[src/rtl/uart_rx_apb_fifo_if.sv]
// APB3 slave bus bundle for the UART receiver with receive FIFO.
interface uart_rx_apb_fifo_if;
   logic        PSEL;
   logic        PENABLE;
   logic        PWRITE;
   logic [3:0]  PADDR;
   logic [31:0] PWDATA;
   logic [31:0] PRDATA;
   logic        PREADY;
   logic        PSLVERR;

   modport master (
      output PSEL, PENABLE, PWRITE, PADDR, PWDATA,
      input  PRDATA, PREADY, PSLVERR
   );

   modport slave (
      input  PSEL, PENABLE, PWRITE, PADDR, PWDATA,
      output PRDATA, PREADY, PSLVERR
   );
endinterface

[src/rtl/uart_rx_apb_fifo.sv]
// UART receiver with 2-flop input synchroniser, receive FIFO, sticky error
// flags, level interrupt and a zero-wait APB3 read-out port.
// Optional feature macro: UART_RX_PARITY_EN inserts a parity bit after the
// data bits (PARITY_ODD selects odd/even); without it STATUS[4] reads 0.
module uart_rx_apb_fifo #(
   parameter int unsigned CLKS_PER_BIT = 16,
   parameter int unsigned DATA_BITS    = 8,
   parameter int unsigned FIFO_DEPTH   = 8,
   parameter int unsigned PARITY_ODD   = 0
) (
   input  logic               PCLK,
   input  logic               PRESETn,
   uart_rx_apb_fifo_if.slave  apb,
   input  logic               rx_serial,
   output logic               rx_done,
   output logic               irq
);

   localparam int unsigned CNT_W  = $clog2(CLKS_PER_BIT);
   localparam int unsigned BIT_W  = $clog2(DATA_BITS);
   localparam int unsigned PTR_W  = $clog2(FIFO_DEPTH);
   localparam int unsigned LVL_W  = PTR_W + 1;

   localparam logic [CNT_W-1:0] HALF_CNT = CNT_W'((CLKS_PER_BIT - 1) / 2);
   localparam logic [CNT_W-1:0] LAST_CNT = CNT_W'(CLKS_PER_BIT - 1);
   localparam logic [BIT_W-1:0] LAST_BIT = BIT_W'(DATA_BITS - 1);
   localparam logic [LVL_W-1:0] FULL_LVL = LVL_W'(FIFO_DEPTH);

   localparam logic [2:0] S_IDLE   = 3'd0;
   localparam logic [2:0] S_START  = 3'd1;
   localparam logic [2:0] S_DATA   = 3'd2;
   localparam logic [2:0] S_STOP   = 3'd3;
`ifdef UART_RX_PARITY_EN
   localparam logic [2:0] S_PARITY = 3'd4;
`endif

   // Reject parameter sets the datapath is not built for
   if (CLKS_PER_BIT < 4 || DATA_BITS < 5 || DATA_BITS > 8 || FIFO_DEPTH < 2 ||
       (FIFO_DEPTH & (FIFO_DEPTH - 1)) != 0 || PARITY_ODD > 1) begin : g_param_check
      $error("uart_rx_apb_fifo: illegal parameter set");
   end

   // Synchroniser and edge-detect history
   logic rx_meta_q, rx_s_q, rx_prev_q;

   // Receiver FSM state
   logic [2:0]           state_q, state_d;
   logic [CNT_W-1:0]     cnt_q, cnt_d;
   logic [BIT_W-1:0]     bit_q, bit_d;
   logic [DATA_BITS-1:0] shreg_q, shreg_d;
   logic                 par_bad_q, par_bad_d;
   logic                 push_req_c, frame_set_c, par_set_c;

   // FIFO and flags
   logic [DATA_BITS-1:0] mem_q [FIFO_DEPTH];
   logic [PTR_W-1:0]     wr_ptr_q, rd_ptr_q;
   logic [LVL_W-1:0]     count_q, count_d;
   logic                 overrun_q, frame_err_q, parity_err_q;
   logic                 overrun_d, frame_err_d, parity_err_d;
   logic                 empty_c, full_c, push_c, pop_c, ovr_set_c;

   // APB decode
   logic                 access_c, rd_c, wr_c;
   logic [2:0]           w1c_c;
   logic [31:0]          status_c;
   logic                 unused_bits;

   assign unused_bits = ^{apb.PADDR[1:0], apb.PWDATA[31:5], apb.PWDATA[1:0]};

   // Two-flop synchroniser plus one history flop for falling-edge detection
   always_ff @(posedge PCLK or negedge PRESETn) begin
      if (!PRESETn) begin
         rx_meta_q <= 1'b1;
         rx_s_q    <= 1'b1;
         rx_prev_q <= 1'b1;
      end else begin
         rx_meta_q <= rx_serial;
         rx_s_q    <= rx_meta_q;
         rx_prev_q <= rx_s_q;
      end
   end

   // Receiver FSM state register
   always_ff @(posedge PCLK or negedge PRESETn) begin
      if (!PRESETn) begin
         state_q   <= S_IDLE;
         cnt_q     <= '0;
         bit_q     <= '0;
         shreg_q   <= '0;
         par_bad_q <= 1'b0;
      end else begin
         state_q   <= state_d;
         cnt_q     <= cnt_d;
         bit_q     <= bit_d;
         shreg_q   <= shreg_d;
         par_bad_q <= par_bad_d;
      end
   end

   // Receiver FSM next state: bit timing, sampling and frame verdict
   always_comb begin
      state_d     = state_q;
      cnt_d       = cnt_q;
      bit_d       = bit_q;
      shreg_d     = shreg_q;
      par_bad_d   = par_bad_q;
      push_req_c  = 1'b0;
      frame_set_c = 1'b0;
      par_set_c   = 1'b0;
      case (state_q)
         S_IDLE: begin
            cnt_d     = '0;
            bit_d     = '0;
            par_bad_d = 1'b0;
            // Only a fresh 1->0 transition starts a frame; a held-low line does not
            if (rx_prev_q && !rx_s_q) state_d = S_START;
         end
         S_START: begin
            if (cnt_q == HALF_CNT) begin
               cnt_d   = '0;
               state_d = rx_s_q ? S_IDLE : S_DATA;
            end else begin
               cnt_d = cnt_q + CNT_W'(1);
            end
         end
         S_DATA: begin
            if (cnt_q == LAST_CNT) begin
               cnt_d   = '0;
               shreg_d = {rx_s_q, shreg_q[DATA_BITS-1:1]};
               bit_d   = bit_q + BIT_W'(1);
               if (bit_q == LAST_BIT) begin
`ifdef UART_RX_PARITY_EN
                  state_d = S_PARITY;
`else
                  state_d = S_STOP;
`endif
               end
            end else begin
               cnt_d = cnt_q + CNT_W'(1);
            end
         end
`ifdef UART_RX_PARITY_EN
         S_PARITY: begin
            if (cnt_q == LAST_CNT) begin
               cnt_d     = '0;
               par_bad_d = rx_s_q ^ (^shreg_q) ^ 1'(PARITY_ODD);
               state_d   = S_STOP;
            end else begin
               cnt_d = cnt_q + CNT_W'(1);
            end
         end
`endif
         S_STOP: begin
            if (cnt_q == LAST_CNT) begin
               cnt_d   = '0;
               state_d = S_IDLE;
               if (!rx_s_q)        frame_set_c = 1'b1;
               else if (par_bad_q) par_set_c   = 1'b1;
               else                push_req_c  = 1'b1;
            end else begin
               cnt_d = cnt_q + CNT_W'(1);
            end
         end
         default: state_d = S_IDLE;
      endcase
   end

   // FIFO control, flag update and APB decode
   always_comb begin
      access_c  = apb.PSEL && apb.PENABLE;
      rd_c      = access_c && !apb.PWRITE;
      wr_c      = access_c && apb.PWRITE;
      empty_c   = (count_q == '0);
      full_c    = (count_q == FULL_LVL);
      pop_c     = rd_c && (apb.PADDR[3:2] == 2'd0) && !empty_c;
      // A pop in the same cycle frees the slot a full FIFO needs
      push_c    = push_req_c && (!full_c || pop_c);
      ovr_set_c = push_req_c && full_c && !pop_c;
      w1c_c     = (wr_c && apb.PADDR[3:2] == 2'd1) ? apb.PWDATA[4:2] : 3'b000;

      count_d = count_q;
      case ({push_c, pop_c})
         2'b10:   count_d = count_q + LVL_W'(1);
         2'b01:   count_d = count_q - LVL_W'(1);
         default: count_d = count_q;
      endcase

      // Setting beats clearing when both land in the same cycle
      overrun_d    = ovr_set_c   || (overrun_q    && !w1c_c[0]);
      frame_err_d  = frame_set_c || (frame_err_q  && !w1c_c[1]);
      parity_err_d = par_set_c   || (parity_err_q && !w1c_c[2]);

      status_c = {16'd0, 8'(count_q), 3'd0, parity_err_q, frame_err_q,
                  overrun_q, full_c, empty_c};
   end

   // Read data and error response driven straight from the access phase
   always_comb begin
      apb.PRDATA  = '0;
      apb.PSLVERR = 1'b0;
      if (rd_c) begin
         case (apb.PADDR[3:2])
            2'd0: begin
               if (empty_c) apb.PSLVERR = 1'b1;
               else         apb.PRDATA  = 32'(mem_q[rd_ptr_q]);
            end
            2'd1:    apb.PRDATA = status_c;
            default: apb.PRDATA = '0;
         endcase
      end
   end

   assign apb.PREADY = 1'b1;

   // FIFO storage; contents need no reset since count gates every read
   always_ff @(posedge PCLK) begin
      if (push_c) mem_q[wr_ptr_q] <= shreg_q;
   end

   // FIFO pointers, level, sticky flags and registered outputs
   always_ff @(posedge PCLK or negedge PRESETn) begin
      if (!PRESETn) begin
         wr_ptr_q     <= '0;
         rd_ptr_q     <= '0;
         count_q      <= '0;
         overrun_q    <= 1'b0;
         frame_err_q  <= 1'b0;
         parity_err_q <= 1'b0;
         rx_done      <= 1'b0;
         irq          <= 1'b0;
      end else begin
         if (push_c) wr_ptr_q <= wr_ptr_q + PTR_W'(1);
         if (pop_c)  rd_ptr_q <= rd_ptr_q + PTR_W'(1);
         count_q      <= count_d;
         overrun_q    <= overrun_d;
         frame_err_q  <= frame_err_d;
         parity_err_q <= parity_err_d;
         rx_done      <= push_c;
         irq          <= (count_d != '0) || overrun_d || frame_err_d || parity_err_d;
      end
   end

endmodule

[src/flat_wrapper.sv]
// flat-port wrapper written by rule: the top's interface ports become plain ports
module uart_rx_apb_fifo_flat 
#(
   parameter int unsigned CLKS_PER_BIT = 16,
   parameter int unsigned DATA_BITS    = 8,
   parameter int unsigned FIFO_DEPTH   = 8,
   parameter int unsigned PARITY_ODD   = 0
)
  (PCLK, PRESETn, rx_serial, rx_done, irq, apb_PSEL, apb_PENABLE, apb_PWRITE, apb_PADDR, apb_PWDATA, apb_PRDATA, apb_PREADY, apb_PSLVERR);
  uart_rx_apb_fifo_if apb_i ();
  input  logic PCLK;
  input  logic PRESETn;
  input  logic rx_serial;
  output logic rx_done;
  output logic irq;
  input wire logic [$bits(apb_i.PSEL)-1:0] apb_PSEL;
  input wire logic [$bits(apb_i.PENABLE)-1:0] apb_PENABLE;
  input wire logic [$bits(apb_i.PWRITE)-1:0] apb_PWRITE;
  input wire logic [$bits(apb_i.PADDR)-1:0] apb_PADDR;
  input wire logic [$bits(apb_i.PWDATA)-1:0] apb_PWDATA;
  output wire logic [$bits(apb_i.PRDATA)-1:0] apb_PRDATA;
  output wire logic [$bits(apb_i.PREADY)-1:0] apb_PREADY;
  output wire logic [$bits(apb_i.PSLVERR)-1:0] apb_PSLVERR;
  assign apb_i.PSEL = apb_PSEL;
  assign apb_i.PENABLE = apb_PENABLE;
  assign apb_i.PWRITE = apb_PWRITE;
  assign apb_i.PADDR = apb_PADDR;
  assign apb_i.PWDATA = apb_PWDATA;
  assign apb_PRDATA = apb_i.PRDATA;
  assign apb_PREADY = apb_i.PREADY;
  assign apb_PSLVERR = apb_i.PSLVERR;
  uart_rx_apb_fifo #(.CLKS_PER_BIT(CLKS_PER_BIT), .DATA_BITS(DATA_BITS), .FIFO_DEPTH(FIFO_DEPTH), .PARITY_ODD(PARITY_ODD)) u_core (.PCLK(PCLK), .PRESETn(PRESETn), .apb(apb_i), .rx_serial(rx_serial), .rx_done(rx_done), .irq(irq));
endmodule
[config.mk]
export PLATFORM = sky130hd
export DESIGN_NAME = uart_rx_apb_fifo_flat
export DESIGN_NICKNAME = d
export VERILOG_FILES = /design/src/rtl/uart_rx_apb_fifo_if.sv /design/src/rtl/uart_rx_apb_fifo.sv /design/src/flat_wrapper.sv
export SDC_FILE = /design/constraint.sdc
export NUM_CORES = 1
export LEC_CHECK = 0
export BUFFER_PORTS_ARGS = -buffer_cell sky130_fd_sc_hd__clkbuf_2
export CORE_ASPECT_RATIO = 0.75
export CORE_UTILIZATION = 56
export DETAILED_ROUTE_END_ITERATION = 12
export PLACE_DENSITY = 0.78
export SLEW_MARGIN = 5
export SYNTH_ARGS = -nofsm -noshare
export SYNTH_HDL_FRONTEND = slang
export SYNTH_SLANG_ARGS = --single-unit
[constraint.sdc]
create_clock -name PCLK -period 3.6 [get_ports PCLK]
set_input_delay 0.36 -clock PCLK [delete_from_list [all_inputs] [get_ports PCLK]]
set_output_delay 0.36 -clock PCLK [all_outputs]
set_load 0.01 [all_outputs]
After elaboration in Yosys (flattened, before gate mapping):

Memory sizes are Yosys's and may differ from the RTL's.
Cells that the tools add are included.

* reduce and logical (&&, ||, !) cells: 37
* $add $sub $neg: 6
* mux-type cells: 28
* equality and inequality tests: 15

Operator list (number)
* $mux W32: 1
* $pmux W12 S2: 1
* $mux W3: 7
* $logic_and A1 B1 Y1: 13
* $pmux W3 S4: 1
* $pmux W4 S3: 1
* $mux W1: 11
* $ne A2 B1 Y1 const B: 5
* $add A3 B1 Y3 const B: 3
* $add A4 B1 Y4 const B: 2
* $eq A4 B4 Y1 const B: 2
* $logic_not A1 Y1: 8
* $mux W4: 2
* $mux W8: 1
* $pmux W4 S2: 1
* $eq A3 B2 Y1 const B: 2
* $logic_or A1 B1 Y1: 6
* $pmux W3 S2: 1
* $reduce_and A5 Y1: 1
* $eq A2 B1 Y1 const B: 2
* $eq A4 B3 Y1 const B: 1
* $logic_not A4 Y1: 1
* $reduce_and A2 Y1: 2
* $reduce_bool A4 Y1: 1
* 10 further kinds: 10

* input port bits: 42
* register bits after elaboration: 36
* memory bits (writable): 64
* memories: 1

Memories
* u_core.mem_q: depth 8, width 8, rd ports 1, clocked after memory_dff 0, write ports 1, line uart_rx_apb_fifo.sv:55 `logic [DATA_BITS-1:0] mem_q [FIFO_DEPTH];`

Depth between registers and ports, before layout:

Gate-level depths: netlist (run 1).

* depth in word-level cells: 12
* gate-level depth with buffers: 11
* mapped depth without buffers: 10

Worst setup path after synthesis (run 1):

OpenSTA, ideal clock, no wires.

* path kind: input to register
* from: in apb_PADDR[3]
* to: reg u_core.irq
* path buffers: 0
* setup time: 138 ps
* arrival: 2593 ps
* stages on the path: 9
* path slack: 868 ps
* path through: nand4bb_2 > nor2_4 > nand2_1 > o31ai_1 > ha_1 > a31oi_1 > a221oi_2 > or3_1 > or4_1

* word-level cells in the longest chain between the ends: 11
* elaborated cells on any way between the ends: 25

RTL lines
* start, declared: line flat_wrapper.sv:19 `input wire logic [$bits(apb_i.PADDR)-1:0] apb_PADDR;`
* $logic_not A2 Y1 *: line uart_rx_apb_fifo.sv:175 `pop_c = rd_c && (apb.PADDR[3:2] == 2'd0) && !empty_c;`
* $logic_and A1 B1 Y1 * (2 in a row): line uart_rx_apb_fifo.sv:175
* $logic_or A1 B1 Y1: line uart_rx_apb_fifo.sv:177 `push_c = push_req_c && (!full_c || pop_c);`
* $logic_and A1 B1 Y1: line uart_rx_apb_fifo.sv:177
* $eq A2 B1 Y1 or $eq A2 B2 Y1 (tied branches): line uart_rx_apb_fifo.sv:182 `case ({push_c, pop_c})`
* $pmux W4 S2 *: line uart_rx_apb_fifo.sv:182
* net u_core.count_d[1]: line uart_rx_apb_fifo.sv:57 `logic [LVL_W-1:0] count_q, count_d;`
* $reduce_bool A4 Y1 *: line uart_rx_apb_fifo.sv:239 `irq <= (count_d != '0) || overrun_d || frame_err_d || parity_err_d;`
* $logic_or A1 B1 Y1 * (3 in a row): line uart_rx_apb_fifo.sv:239
* end signal, assigned: line uart_rx_apb_fifo.sv:239
* end, declared: line uart_rx_apb_fifo.sv:16 `output logic irq`

The timed path passes the listed nets; every way through them passes the cells marked *.
A chain may end at the register's enable or synchronous reset.

Worst setup path in the final report (run 1):

* from: reg u_core.cnt_q[0]
* to: reg u_core.irq

* word-level cells in the longest chain between the ends: 10
* elaborated cells on any way between the ends: 17

RTL lines
* start, declared: line uart_rx_apb_fifo.sv:48 `logic [CNT_W-1:0] cnt_q, cnt_d;`
* start signal, assigned: line uart_rx_apb_fifo.sv:93 `cnt_q <= cnt_d;`
* $eq A4 B4 Y1 *: line uart_rx_apb_fifo.sv:154 `if (cnt_q == LAST_CNT) begin`
* $mux W1 *: line uart_rx_apb_fifo.sv:154
* $mux W1 *: line uart_rx_apb_fifo.sv:110 `case (state_q)`
* $logic_and A1 B1 Y1 *: line uart_rx_apb_fifo.sv:177
* $eq A2 B1 Y1 or $eq A2 B2 Y1 (tied branches): line uart_rx_apb_fifo.sv:182
* $pmux W4 S2 *: line uart_rx_apb_fifo.sv:182
* net u_core.count_d[1]: line uart_rx_apb_fifo.sv:57
* $reduce_bool A4 Y1 *: line uart_rx_apb_fifo.sv:239
* $logic_or A1 B1 Y1 * (3 in a row): line uart_rx_apb_fifo.sv:239

Marks and branches as above.

==> flow_metrics.py, run 1 <==
metrics = {
    "sta": {
        "setup_viol": 0,
        "setup_slack_ns": 0.4778,
        "setup_tns_ns": 0,
        "fmax_mhz": 320.3,
        "hold_viol": 0,
        "fin_crit_ns": 3.122,
        "period_share": 0.8673,
        "slew_viol_final": 0,
        "rsz0062_at_grt": "false",
        "worst_pin_slew_ns": 0.9337,
        "slew-limit-headroom": 0.3775,
        "fin_skew_ns": 0.009328,
    },
    "setup_path": {
        "reg2reg_from": "u_core.cnt_q[0]$_DFFE_PN0P_",
        "worstPathMaxFanout": 10,
        "cpPeakStageDelay_ns": 0.46,
        "r2r-end": "u_core.irq$_DFF_PN0_",
        "path_common_cell": "ha_1",
        "critPathSlowestCell": "or4_1",
        "worstSetupPathType": "flop to flop",
        "endpoint_kind": "flop",
        "worstPathCellList": "ha_1 -> nand3_4 -> nor2_2 -> o21ai_0 -> o31ai_1 -> ha_1 -> a31oi_1 -> a221oi_2 -> or3_1 -> or4_1",
        "r2r_cells": 10,
        "worst_ep_required_time_ns": 3.84,
        "startpoint_type": "flop",
        "cp.arrival_ns": 3.36,
        "reg2reg_slack_ns": 0.48,
    },
    "final_layout": {
        "multi_input_area_um2": 1478,
        "fill_cells": 549,
        "drive_gt1_frac": 0.2783,
        "synthToLayoutAreaGrowth_pct": 8.732,
        "register_area_um2": 2801,
        "final_cells": 446,
        "n_antenna_cell": 0,
        "finalNetCount": 388,
    },
    "synthesis": {
        "ys_warn_count": 0,
        "synth_edf_count": 64,
        "synth_seq_cells": 99,
        "synth.area.top_cells": "edfxtp_1, dfrtp_1, mux4_2, buf_4, mux2_2",
        "synth_seq_area_share": 0.6266,
        "synth.distinct_cells": 62,
        "yosys_most_used_dff": "edfxtp_1",
        "syn_area_um2": 4471,
        "async_flop_share": 0.3535,
        "syn_inst": 309,
        "synth_common_cells": "edfxtp_1, dfrtp_1, nand2_1",
        "synth_largest_area_cell": "edfxtp_1",
        "synth_top_area_frac": 0.4299,
        "yosys.cell_count.top_type": "edfxtp_1",
        "syn_avg_cell_area_um2": 14.47,
    },
    "floorplan": {
        "core-area_um2": 7533,
        "row_count": 27,
        "die_h_um": 79.38,
        "die_area_um2": 8348,
        "start_util": 0.5934,
        "chipWidth_um": 105.2,
        "ios": 78,
    },
    "route": {
        "ant_nets": 0,
        "via_count": 2557,
        "drt-pass1-iter-count": 5,
        "via_per_inst": 5.733,
        "routed_wl_um": 8165,
        "drc": 0,
        "drt_iter0_markers": 241,
        "post_drt_wl_per_cell_um": 18.31,
    },
    "global_route": {
        "antenna_found_initial": 0,
        "grt_pass1_vias": 2346,
        "gr-total-overflow": 0,
        "grt.total_usage": 0.2153,
        "grt_pass1_wl_um": 12950,
        "grt_max_degree": 36,
    },
    "clocking": {
        "htree_levels": 3,
        "holdBufCountCts": 0,
        "post_cts_buffers": 0,
        "cts_root_buf": "clkbuf_8",
        "insertion_delay_ns": 0.36,
        "cts_made_buffers": 9,
        "ctsResizeCount": 0,
        "path_clk_slew_ns": 0.10,
        "cts_sinks": 99,
        "cts.path.max_buffers": 2,
        "cts_tree": "done",
    },
    "place": {
        "preCtsSetupSlack_ns": 0.5430,
        "io_buffers": 25,
        "place.gp.congestion": 0.8540,
        "dp.final_hpwl_um": 5401,
        "place_inst": 430,
    },
    "status": {
        "status": "complete, no violations",
    },
    "power": {
        "ir_drop_mv": 0.2316,
        "totalPowerFinal_w": 0.002332,
        "p_seq_frac": 0.573,
        "leakage_nw": 1.867,
        "p_sw_frac": 0.2530,
        "p_comb_frac": 0.093,
        "internal_power_w": 0.001742,
        "p_clk_frac": 0.334,
        "switching_power_w": 0.0005899,
        "power-per-cell-area_nw_per_um2": 479.7,
    },
    "job": {
        "maxCapViolCount": 0,
    },
    "worst_hold_path": {
        "min_delay_path_depth": 1,
        "worst_hold_path.endpoint": "u_core.rx_meta_q$_DFF_PN1_",
        "min_path_type": "input pin to flop",
        "worstHoldStart": "rx_serial",
    },
}
==> flip-flops by register name, indices dropped and copies added, names as in the netlist <==
register and count:
u_core.mem_q 64, u_core.shreg_q 8, u_core.cnt_q 4, u_core.count_q 4
u_core.bit_q 3, u_core.rd_ptr_q 3, u_core.wr_ptr_q 3, u_core.state_q 2
u_core.frame_err_q 1, u_core.irq 1, u_core.overrun_q 1, u_core.parity_err_q 1
u_core.rx_done 1, u_core.rx_meta_q 1, u_core.rx_prev_q 1, u_core.rx_s_q 1
==> routing by layer <==
layer | part of all wire | track usage | up-vias
li1 | - | - | 1181
met1 | 0.44 | 0.3136 | 1257
met2 | 0.47 | 0.3285 | 111
met3 | 0.070 | 0.03918 | 8
met4 | 0.014 | 0.08028 | 0
met5 | 0 | 0 | -
==> power by group through the flow <==
stage               registers, W  clock network, W  logic, W
finish                   0.00134          0.000778  0.000217
global route             0.00135          0.000827  0.000242
CTS                      0.00134          0.000787  0.000218
detailed placement       0.00136                 0  0.000217
global placement         0.00136                 0  0.000211
floorplan                0.00131                 0  0.000248
==> stage by stage <==
stage          utilization  instance area [um2]  hold slack, ns
5_1_grt             0.6452                 4861         0.06354
3_3_place_gp        0.6158                 4639          0.3473
6_report            0.6452                 4861         0.07734
4_1_cts             0.6452                 4861         0.06116
3_5_place_dp        0.6158                 4639          0.3512
2_1_floorplan            -                 4542         0.06441
==> cells in the final DEF, fill, tap and decap left out, drive strengths merged, types with 7 or more instances in the layout <==
cell	n
edfxtp	64
clkbuf	34
dfrtp	32
nor2	25
nand2	24
conb	21
mux4	16
mux2	11
inv	11
buf	10
o21ai	8
xnor2	7
==> layout make-up <==
type                            instances  share of cell area
Clock buffer                            9             0.02548
Multi-Input combinational cell        186              0.3040
Clock inverter                          7             0.02008
Tap cell                              101             0.02600
Inverter                                9            0.006950
Timing Repair Buffer                   35             0.04118
Sequential cell                        99              0.5763
==> cells by family after synthesis <==
family | share of synthesized area
muxes | 0.1150
and+or+nand+nor | 0.09292
AOI/OAI and AO/OA | 0.07137
adders and majority gates | 0.01679
buffers and inverters | 0.06017
other | 0.001680
DFF | 0.6266
xor gates and xnor gates | 0.01539
==> worst max path at each step <==
stage | startpoint | endpoint | slack (ns) | cells after the start
after floorplan | apb_PADDR[3] | u_core.irq$_DFF_PN0_ | 0.87 | 9
after global placement | u_core.cnt_q[0]$_DFFE_PN0P_ | u_core.irq$_DFF_PN0_ | 0.56 | 10
after detailed placement | u_core.cnt_q[0]$_DFFE_PN0P_ | u_core.irq$_DFF_PN0_ | 0.54 | 10
after CTS | u_core.cnt_q[0]$_DFFE_PN0P_ | u_core.irq$_DFF_PN0_ | 0.51 | 10
after global routing | u_core.cnt_q[0]$_DFFE_PN0P_ | u_core.irq$_DFF_PN0_ | 0.33 | 10
final | u_core.cnt_q[0]$_DFFE_PN0P_ | u_core.irq$_DFF_PN0_ | 0.48 | 10
==> worst max-delay path, delay by kind of cell (launching register included) <==
kind                     cells  cell delay [ns]
AND/OR/NAND/NOR              4             1.39
adder cells (fa/ha/maj)      2             0.62
AO/OA/AOI/OAI                4             0.58
flip-flops                   1             0.41
(Power assumes the default switching activity.)
==> inputs of run 2 (changes only) <==
ABC_AREA = 1   (was default)
==> flow_metrics.py, run 2 <==
metrics = {
    "synthesis": {
        "synth_largest_area_cell": "edfxtp_1",
        "syn_avg_cell_area_um2": 10.60,
        "syn_inst": 414,
        "yosys.area_share.simple": 0.1656,
        "synth_mux_area_frac": 0,
        "synth_xor_area_frac": 0.009974,
        "yosys_most_used_dff": "edfxtp_1",
        "synth_adder_area_share": 0.01710,
        "ys_warn_count": 0,
        "yosys.cell_count.top_type": "nor2_1",
        "async_flop_share": 0.3535,
        "synth_edf_count": 64,
        "synth_seq_area_share": 0.6381,
        "synth_compound_area_frac": 0.09461,
        "synth_top_area_frac": 0.4377,
        "synth_common_cells": "nor2_1, edfxtp_1, nand2_1",
        "synth_seq_cells": 99,
        "syn_area_um2": 4390,
        "synth_top_family_by_area": "simple AND/OR/NAND/NOR gates",
        "synth.area.top_cells": "edfxtp_1, dfrtp_1, nor2_1, nand2_1, o21ai_0",
        "synth.distinct_cells": 32,
    },
    "final_layout": {
        "finalNetCount": 497,
        "largest_register_ffs": 64,
        "fill_cells": 596,
        "top_register": "u_core.mem_q",
        "post-route-util": 0.6456,
        "final_cells": 555,
        "fin_area_um2": 4820,
        "n_antenna_cell": 0,
        "synthToLayoutAreaGrowth_pct": 9.775,
        "top_regs": "u_core.mem_q: 64 flops, u_core.shreg_q: 8 flops",
        "layout_common_cells": "nor2_1, edfxtp_1, nand2_1, o21ai_0, dfrtp_1",
        "drive_gt1_frac": 0.1652,
        "final_common_cell": "nor2_1",
    },
    "setup_path": {
        "r2r_cells": 15,
        "reg2reg_from": "u_core.cnt_q[0]$_DFFE_PN0P_",
        "critPathSlowestCell": "dfrtp_1",
        "crit_path_end": "apb_PRDATA[4]",
        "endpoint_kind": "primary output",
        "r2r-end": "u_core.irq$_DFF_PN0_",
        "cpPeakStageDelay_ns": 0.77,
        "worstPathCellList": "inv_2 -> nor2_1 -> o21ai_0 -> o211ai_1 -> nand3_1 -> a21oi_1 -> clkbuf_2",
        "startpoint": "u_core.rd_ptr_q[1]$_DFFE_PN0N_",
        "startpoint_type": "flop",
        "worst_ep_required_time_ns": 3.24,
        "worstSetupPathType": "flop to primary output",
        "worstPathMaxFanout": 18,
        "reg2reg_slack_ns": 1.48,
        "cp.arrival_ns": 2.26,
    },
    "clocking": {
        "holdBufCountCts": 0,
        "insertion_delay_ns": 0.36,
        "path_clk_slew_ns": 0.09,
        "post_cts_buffers": 0,
        "cts.path.max_buffers": 2,
        "cts_sinks": 99,
        "cts_root_buf": "clkbuf_8",
        "htree_levels": 3,
        "cts_tree": "done",
        "cts_made_buffers": 9,
        "ctsResizeCount": 0,
    },
    "place": {
        "dp.final_hpwl_um": 5684,
        "io_buffers": 25,
        "place_inst": 539,
        "place.gp.congestion": 0.8413,
        "place_area_um2": 4596,
    },
    "floorplan": {
        "core-area_um2": 7466,
        "chipWidth_um": 104.2,
        "row_count": 27,
        "die_area_um2": 8202,
        "die_h_um": 78.68,
        "ios": 78,
        "start_util": 0.5881,
    },
    "sta": {
        "slew_viol_final": 0,
        "period_share": 0.7288,
        "worst_pin_slew_ns": 0.8782,
        "rsz0062_at_grt": "false",
        "fin_skew_ns": 0.01283,
        "fmax_mhz": 381.1,
        "setup_viol": 0,
        "hold_viol": 0,
        "fin_crit_ns": 2.624,
        "setup_tns_ns": 0,
        "slew-limit-headroom": 0.4145,
    },
    "route": {
        "drc": 0,
        "drt_iter0_markers": 214,
        "routed_wl_um": 8714,
        "ant_nets": 0,
        "post_drt_wl_per_cell_um": 15.70,
        "via_count": 3027,
        "drt-pass1-iter-count": 5,
        "via_per_inst": 5.454,
    },
    "global_route": {
        "antenna_found_initial": 0,
        "grt_pass1_vias": 2841,
        "gr-total-overflow": 0,
        "grt.total_usage": 0.2386,
        "grt_max_degree": 36,
        "grt_pass1_wl_um": 14460,
    },
    "power": {
        "leakage_nw": 2.029,
        "power-per-cell-area_nw_per_um2": 581.7,
        "ir_drop_mv": 0.3450,
    },
    "job": {
        "maxCapViolCount": 0,
    },
    "worst_hold_path": {
        "worstHoldStart": "rx_serial",
        "min_path_type": "input pin to flop",
    },
    "status": {
        "status": "complete, no violations",
    },
}
run 2: through the flow:
step	total power, W	hold WS, ns	worst slack [ns]
global placement	0.002006	0.3456	1.440
finish	0.002804	0.07126	0.9762
detailed placement	0.002039	0.3470	1.388
floorplan	0.001871	0.06441	1.432
CTS	0.002816	0.05355	0.9750
global route	0.002974	0.04627	0.7619
run 2: report_power, final:
group	switching [W]	leakage (nW)	internal (W)
sequential	0.0000963	1.05	0.00126
combinational	0.000452	0.871	0.000216
clock	0.000382	0.104	0.000396
run 2: how the worst min path moves through the flow:
| stage | to | slack (ns) | cells after the start |
|---|---|---|---|
| 5_1_grt | u_core.rx_meta_q$_DFF_PN1_ | 0.05 | 1 |
| 3_3_place_gp | u_core.rx_s_q$_DFF_PN1_ | 0.35 | 0 |
| 2_1_floorplan | u_core.bit_q[0]$_DFFE_PN0P_ | 0.06 | 0 |
| 3_5_place_dp | u_core.rx_s_q$_DFF_PN1_ | 0.35 | 0 |
| 4_1_cts | u_core.rx_meta_q$_DFF_PN1_ | 0.05 | 1 |
| 6_report | u_core.rx_meta_q$_DFF_PN1_ | 0.07 | 1 |
run 2: area by class of cell:
type | count | area, um2 | area share
Clock inverter | 7 | 100.1 | 0.02077
Tap cell | 101 | 126.4 | 0.02622
Sequential cell | 99 | 2801 | 0.5813
Inverter | 32 | 120.1 | 0.02492
Timing Repair Buffer | 36 | 207.7 | 0.04309
Clock buffer | 9 | 123.9 | 0.02570
Multi-Input combinational cell | 271 | 1340 | 0.2780
run 2: routing by layer:
| layer | vias to the layer above | share of wire | routed length, um | track usage |
|---|---|---|---|---|
| met2 | 123 | 0.47 | 4101 | 0.3653 |
| met5 | - | 0 | 0 | 0 |
| li1 | 1444 | - | - | - |
| met4 | 0 | 0.011 | 97 | 0.07857 |
| met3 | 13 | 0.085 | 742 | 0.06478 |
| met1 | 1447 | 0.43 | 3773 | 0.3333 |
run 2: critical path, delay by kind of cell, from the launching register on:
| kind | cells | cell delay [ns] |
|---|---|---|
| flops | 1 | 0.77 |
| simple gates | 2 | 0.29 |
| compound gates | 3 | 0.38 |
| buf+inv | 2 | 0.46 |
run 2: kinds of logic after synthesis:
family	count (synthesis)
adder cells (fa/ha/maj)	6
buffers and inverters	63
AND/OR/NAND/NOR	167
AO/OA/AOI/OAI	72
flip-flops	99
other	2
XOR/XNOR	5
